$ cat config.mk
export PLATFORM = sky130hd
export DESIGN_NAME = rom_stream_src
export DESIGN_NICKNAME = d
export VERILOG_FILES = /design/src/rtl/rom_stream_src.sv
export SDC_FILE = /design/constraint.sdc
export NUM_CORES = 1
export LEC_CHECK = 0
export ABC_CLOCK_PERIOD_IN_PS = 4100
export CAP_MARGIN = 15
export CORE_MARGIN = 10
export CORE_UTILIZATION = 45
export DETAILED_ROUTE_END_ITERATION = 12
export GPL_ROUTABILITY_DRIVEN = 0
export GPL_TIMING_DRIVEN = 0
export HOLD_SLACK_MARGIN = 0.05
export MAX_ROUTING_LAYER = met4
export PLACE_DENSITY = 0.72
export SKIP_LAST_GASP = 1
export SLEW_MARGIN = 20
export SYNTH_ARGS = -nofsm -noshare
export SYNTH_HDL_FRONTEND = slang
export SYNTH_SLANG_ARGS = --single-unit
export TNS_END_PERCENT = 50
$ cat constraint.sdc
create_clock -name clk -period 4.1 [get_ports clk]
set_input_delay 0.615 -clock clk [delete_from_list [all_inputs] [get_ports clk]]
set_output_delay 0.615 -clock clk [all_outputs]
set_load 0.02 [all_outputs]
$ cat src/rtl/rom_stream_src.sv
// Pattern ROM with a sequencing engine that streams a window of ROM words over valid/ready.
// Latency: start to first m_valid is 1 clock; one beat per clock while m_ready is high.
// Backpressure: m_data/m_addr/m_last hold while m_valid & !m_ready; abort drops the current word.
module rom_stream_src #(
  parameter int ADDR_W = 4,
  parameter int DATA_W = 4,
  parameter int MODE   = 0
) (
  input  logic              clk,
  input  logic              rst_n,
  input  logic              start,
  input  logic [ADDR_W-1:0] start_addr,
  input  logic [ADDR_W-1:0] count,
  input  logic              loop,
  input  logic              abort,
  output logic              m_valid,
  input  logic              m_ready,
  output logic [DATA_W-1:0] m_data,
  output logic [ADDR_W-1:0] m_addr,
  output logic              m_last,
  output logic              busy,
  output logic              done
);

  typedef enum logic {IDLE = 1'b0, STREAM = 1'b1} state_t;

  state_t            state, state_nxt;
  logic [ADDR_W-1:0] addr_q;   // address of the word currently presented
  logic [ADDR_W-1:0] idx_q;    // beat index within the current pass
  logic [ADDR_W-1:0] base_q;   // latched start address, reused for every loop pass
  logic [ADDR_W-1:0] cnt_q;    // latched burst length minus 1
  logic              loop_q;
  logic [DATA_W-1:0] data_q;
  logic              done_q;
  logic              xfer;     // a beat is accepted at the coming edge
  logic              at_end;   // current beat is the final one of the pass

  // ROM contents: address zero-extended or truncated to the data width, then shaped by MODE.
  function automatic logic [DATA_W-1:0] rom_word(input logic [ADDR_W-1:0] a);
    logic [DATA_W-1:0] v;
    v = DATA_W'(a);
    case (MODE)
      1:       rom_word = v;
      2:       rom_word = v ^ (v >> 1);
      default: rom_word = ~v;
    endcase
  endfunction

  assign xfer   = (state == STREAM) && m_ready;
  assign at_end = (idx_q == cnt_q);

  // State register.
  always_ff @(posedge clk or negedge rst_n) begin
    if (!rst_n) state <= IDLE;
    else        state <= state_nxt;
  end

  // Next-state logic: abort beats everything, a non-loop final beat closes the burst.
  always_comb begin
    state_nxt = state;
    if (abort) begin
      state_nxt = IDLE;
    end else begin
      case (state)
        IDLE:    if (start) state_nxt = STREAM;
        STREAM:  if (xfer && at_end && !loop_q) state_nxt = IDLE;
        default: state_nxt = IDLE;
      endcase
    end
  end

  // Burst datapath: latch the request, advance the address per beat, rewind on loop.
  always_ff @(posedge clk or negedge rst_n) begin
    if (!rst_n) begin
      addr_q <= '0;
      idx_q  <= '0;
      base_q <= '0;
      cnt_q  <= '0;
      loop_q <= 1'b0;
      data_q <= '0;
      done_q <= 1'b0;
    end else begin
      done_q <= 1'b0;
      if (abort) begin
        // Word in flight is dropped; nothing else changes.
      end else if (state == IDLE) begin
        if (start) begin
          base_q <= start_addr;
          cnt_q  <= count;
          loop_q <= loop;
          addr_q <= start_addr;
          data_q <= rom_word(start_addr);
          idx_q  <= '0;
        end
      end else if (xfer) begin
        if (!at_end) begin
          addr_q <= addr_q + 1'b1;
          data_q <= rom_word(addr_q + 1'b1);
          idx_q  <= idx_q + 1'b1;
        end else if (loop_q) begin
          addr_q <= base_q;
          data_q <= rom_word(base_q);
          idx_q  <= '0;
        end else begin
          done_q <= 1'b1;
        end
      end
    end
  end

  // Outputs are decoded from registered state only.
  always_comb begin
    m_valid = (state == STREAM);
    busy    = (state == STREAM);
    m_last  = (state == STREAM) && at_end;
    m_data  = data_q;
    m_addr  = addr_q;
    done    = done_q;
  end

endmodule
==> results.json, run 1 <==
{
  "hold_viol_final": 0,
  "postLayoutCoreUtil": 0.602,
  "hp-class": "in -> async",
  "drtIter0Drc": 44,
  "drc_errors": 0,
  "use_met3": 0.0289,
  "crit_start": "idx_q[1]",
  "wl_per_cell_um": 15.6,
  "cts_buffer_depth": 2,
  "io_buffer_count": 25,
  "max-cap-violations": 0,
  "path_cells": "xnor2_1 -> nand4_4 -> buf_6 -> nor2_1 -> clkdlybuf4s50_1",
  "max-slew-margin-rel": 0.638,
  "clk-insertion-delay-late_ps": 310,
  "worst_slack_ps": 1380,
  "stdcell_area_um2": 1500,
  "worstPathArrival_ps": 2110,
  "netlist_area_um2": 1190,
  "cts-htree-levels": 1,
  "cts-buffers-inserted": 3,
  "fp.coreArea_um2": 2500,
  "grt_max_degree": 24,
  "status": "finished clean",
  "start_util": 0.478,
  "grt_usage": 0.106,
  "ys_seq_area_frac": 0.482,
  "power_per_cell_area_nw_per_um2": 446,
  "ios": 26,
  "pwr-share-seq": 0.470,
  "seq_area_um2": 576,
  "synth_edf_count": 0,
  "top_usage_layer": "met2",
  "gr-usage-met2": 0.155,
  "drv_slew": 0,
  "grt_pass1_wl_um": 4430,
  "yosys.area.top_type": "dfrtp_1",
  "dpl.hpwl_um": 1840,
  "leakagePower_nw": 0.659,
  "holdBufCountCts": 0,
  "setup_violations": 0,
  "num-fill-cells": 215,
  "yosys_warnings": 0,
  "tightest_slew_ps": 544,
  "yosysMostFrequentCell": "dfrtp_1",
  "cts_tree": "done",
  "rsz0062_at_grt": "false",
  "vias": 845,
  "switching_power_mw": 0.229,
  "clkPwrFrac": 0.162,
  "peakVddDrop_v": 0.000330,
  "cts_resized": 0,
  "dpl_cell_area_um2": 1480,
  "cp-start-kind": "flop",
  "dieArea_um2": 5120,
  "yosysTopAreaCellShare": 0.482,
  "synthDistinctLibCells": 38,
  "synth_top_cells_by_area": "dfrtp_1 (48%), mux2_2 (8.5%), nand2_1 (4.4%)",
  "wirelength_um": 2500,
  "rows": 18,
  "finalPower_mw": 0.671,
  "p_int_mw": 0.442,
  "reg2reg_from": "idx_q[1]",
  "use_met1": 0.140,
  "fin_skew_ps": 3.31,
  "crit_fanout": 10,
  "synthCells": 101,
  "ys_ff_latch": 23,
  "ys.flop_type": "dfrtp_1",
  "grt-ovfl-total": 0,
  "async_flop_share": 1.00,
  "postSynthAreaPerCell_um2": 11.8,
  "slowest_stage": "clkdlybuf4s50_1",
  "clkSinkCount": 23,
  "dr.pass1.iters": 4,
  "diodes": 0,
  "grt_pass1_vias": 901,
  "syn_to_final_growth_pct": 25.9,
  "die_w_um": 71.5,
  "nets": 147,
  "final.setup.tns_ps": 0,
  "path_clk_slew_ps": 130,
  "ys_top_cells_by_count": "dfrtp_1 (23), nand2_1 (14), mux2_2 (9)",
  "fin_crit_sh": 0.664,
  "antenna_found_initial": 0,
  "p_sw_frac": 0.342,
  "post_cts_buffers": 0,
  "post-place-ws_ps": 1720,
  "max_stage_delay_ps": 610,
  "dieHeight_um": 71.5,
  "multiInputGateArea_um2": 577,
  "syn_nets": 117,
  "combPwrFrac": 0.368,
  "viasPerCell": 5.28,
  "fmax_ghz": 0.368,
  "drive_gt1_frac": 0.192,
  "worstSetupEndpointType": "primary output",
  "finalCriticalPeriod_ps": 2720,
  "clockRootBuffer": "clkbuf_4",
  "drtAntennaViolNets": 0,
  "path_class": "reg -> out",
  "cp.required_ps": 3480
}
-- critical path, delay by kind of cell (launching register included) --
| family | cells | cell delay, ps |
|---|---|---|
| xor+xnor | 1 | 240 |
| buf+inv | 2 | 820 |
| flops | 1 | 440 |
| simple gates | 2 | 290 |
-- area by class of cell --
class                      count  area share
inverter                       1     0.00250
buffer                         5      0.0258
clock buffer                   4      0.0175
tap                           30      0.0250
sequential                    23       0.383
multi-input combinational     72       0.384
timing repair buffer          25       0.163
-- worst paths after layout --
kind / end / slack (ps) / depth (start not counted)
worst max-delay path: m_last / 1380 / 5
worst min-delay path: cnt_q[3] / 250 / 1
worst max register to register: m_addr[0] / 2410 / 5
worst min register to register: m_data[2] / 500 / 2
max in group asynchronous: base_q[2] / 3510 / 1
min in group clk: m_data[2] / 500 / 2
-- flip-flops by register name, indices dropped and copies added (netlist names) --
register / cells
busy: 1
m_data: 4
m_addr: 4
done: 1
idx_q: 4
cnt_q: 4
loop_q: 1
base_q: 4
-- cell families (layout without fill, tap and decap cells) --
group / Yosys count / after routing / share of synthesized area
simple gates: 31 / 31 / 0.141
flops: 23 / 23 / 0.482
compound gates: 19 / 19 / 0.131
mux: 14 / 14 / 0.127
xor+xnor: 6 / 6 / 0.0628
buf+inv: 6 / 35 / 0.0356
fa+ha+maj: 2 / 2 / 0.0209
-- routing by layer --
| layer | vias up | share of wire |
|---|---|---|
| met3 | 2 | 0.055 |
| li1 | 416 | - |
| met2 | 23 | 0.45 |
| met1 | 404 | 0.49 |
| met4 | 0 | 0.0032 |
| met5 | - | 0 |
-- power by group through the flow --
stage	registers [mW]	clock network [mW]	logic [mW]
3_3_place_gp	0.318	0	0.247
4_1_cts	0.316	0.110	0.252
5_1_grt	0.324	0.117	0.274
6_report	0.315	0.108	0.247
2_1_floorplan	0.339	0	0.136
3_5_place_dp	0.320	0	0.251
-- placed cells by master (no fill, tap or decap), types with 2 or more instances in the layout --
cell type         n
mux2_2            9
ha_1              2
buf_2             2
buf_6             2
xnor2_2           3
o21a_1            3
nor2_1            4
o21ai_1           3
a21oi_1           2
nand2_1          14
xor2_1            2
nand3_1           2
nor3_1            2
dfrtp_1          23
clkbuf_4          3
clkbuf_1          2
nor3b_1           2
mux2i_1           5
clkdlybuf4s50_1  24
-- per-stage QoR --
step / hold slack [ps] / cells
final: 251 / 160
after global routing: 279 / 160
after CTS: 507 / 160
after detailed placement: 471 / 156
after global placement: 462 / 156
after floorplan: 319 / 101
Power figures use the tool's default switching activity.
==> run 2, diff against run 1 <==
- ABC_CLOCK_PERIOD_IN_PS: 4100 -> 2700
- clock period: 4.1 -> 2.7 ns (I/O delays scaled with it)
==> results of run 2 <==
The final DEF is identical to that of run 1. Status: finished clean.
Among the figures that moved: setup slack after placement 1720 ps -> 526 ps; setup slack after layout 1380 ps -> 190 ps; hold slack 251 ps -> 41.3 ps; register-to-register setup slack 2410 ps -> 1010 ps; total power 0.671 mW -> 1.02 mW; worst IR drop on VDD 0.000330 V -> 0.000501 V
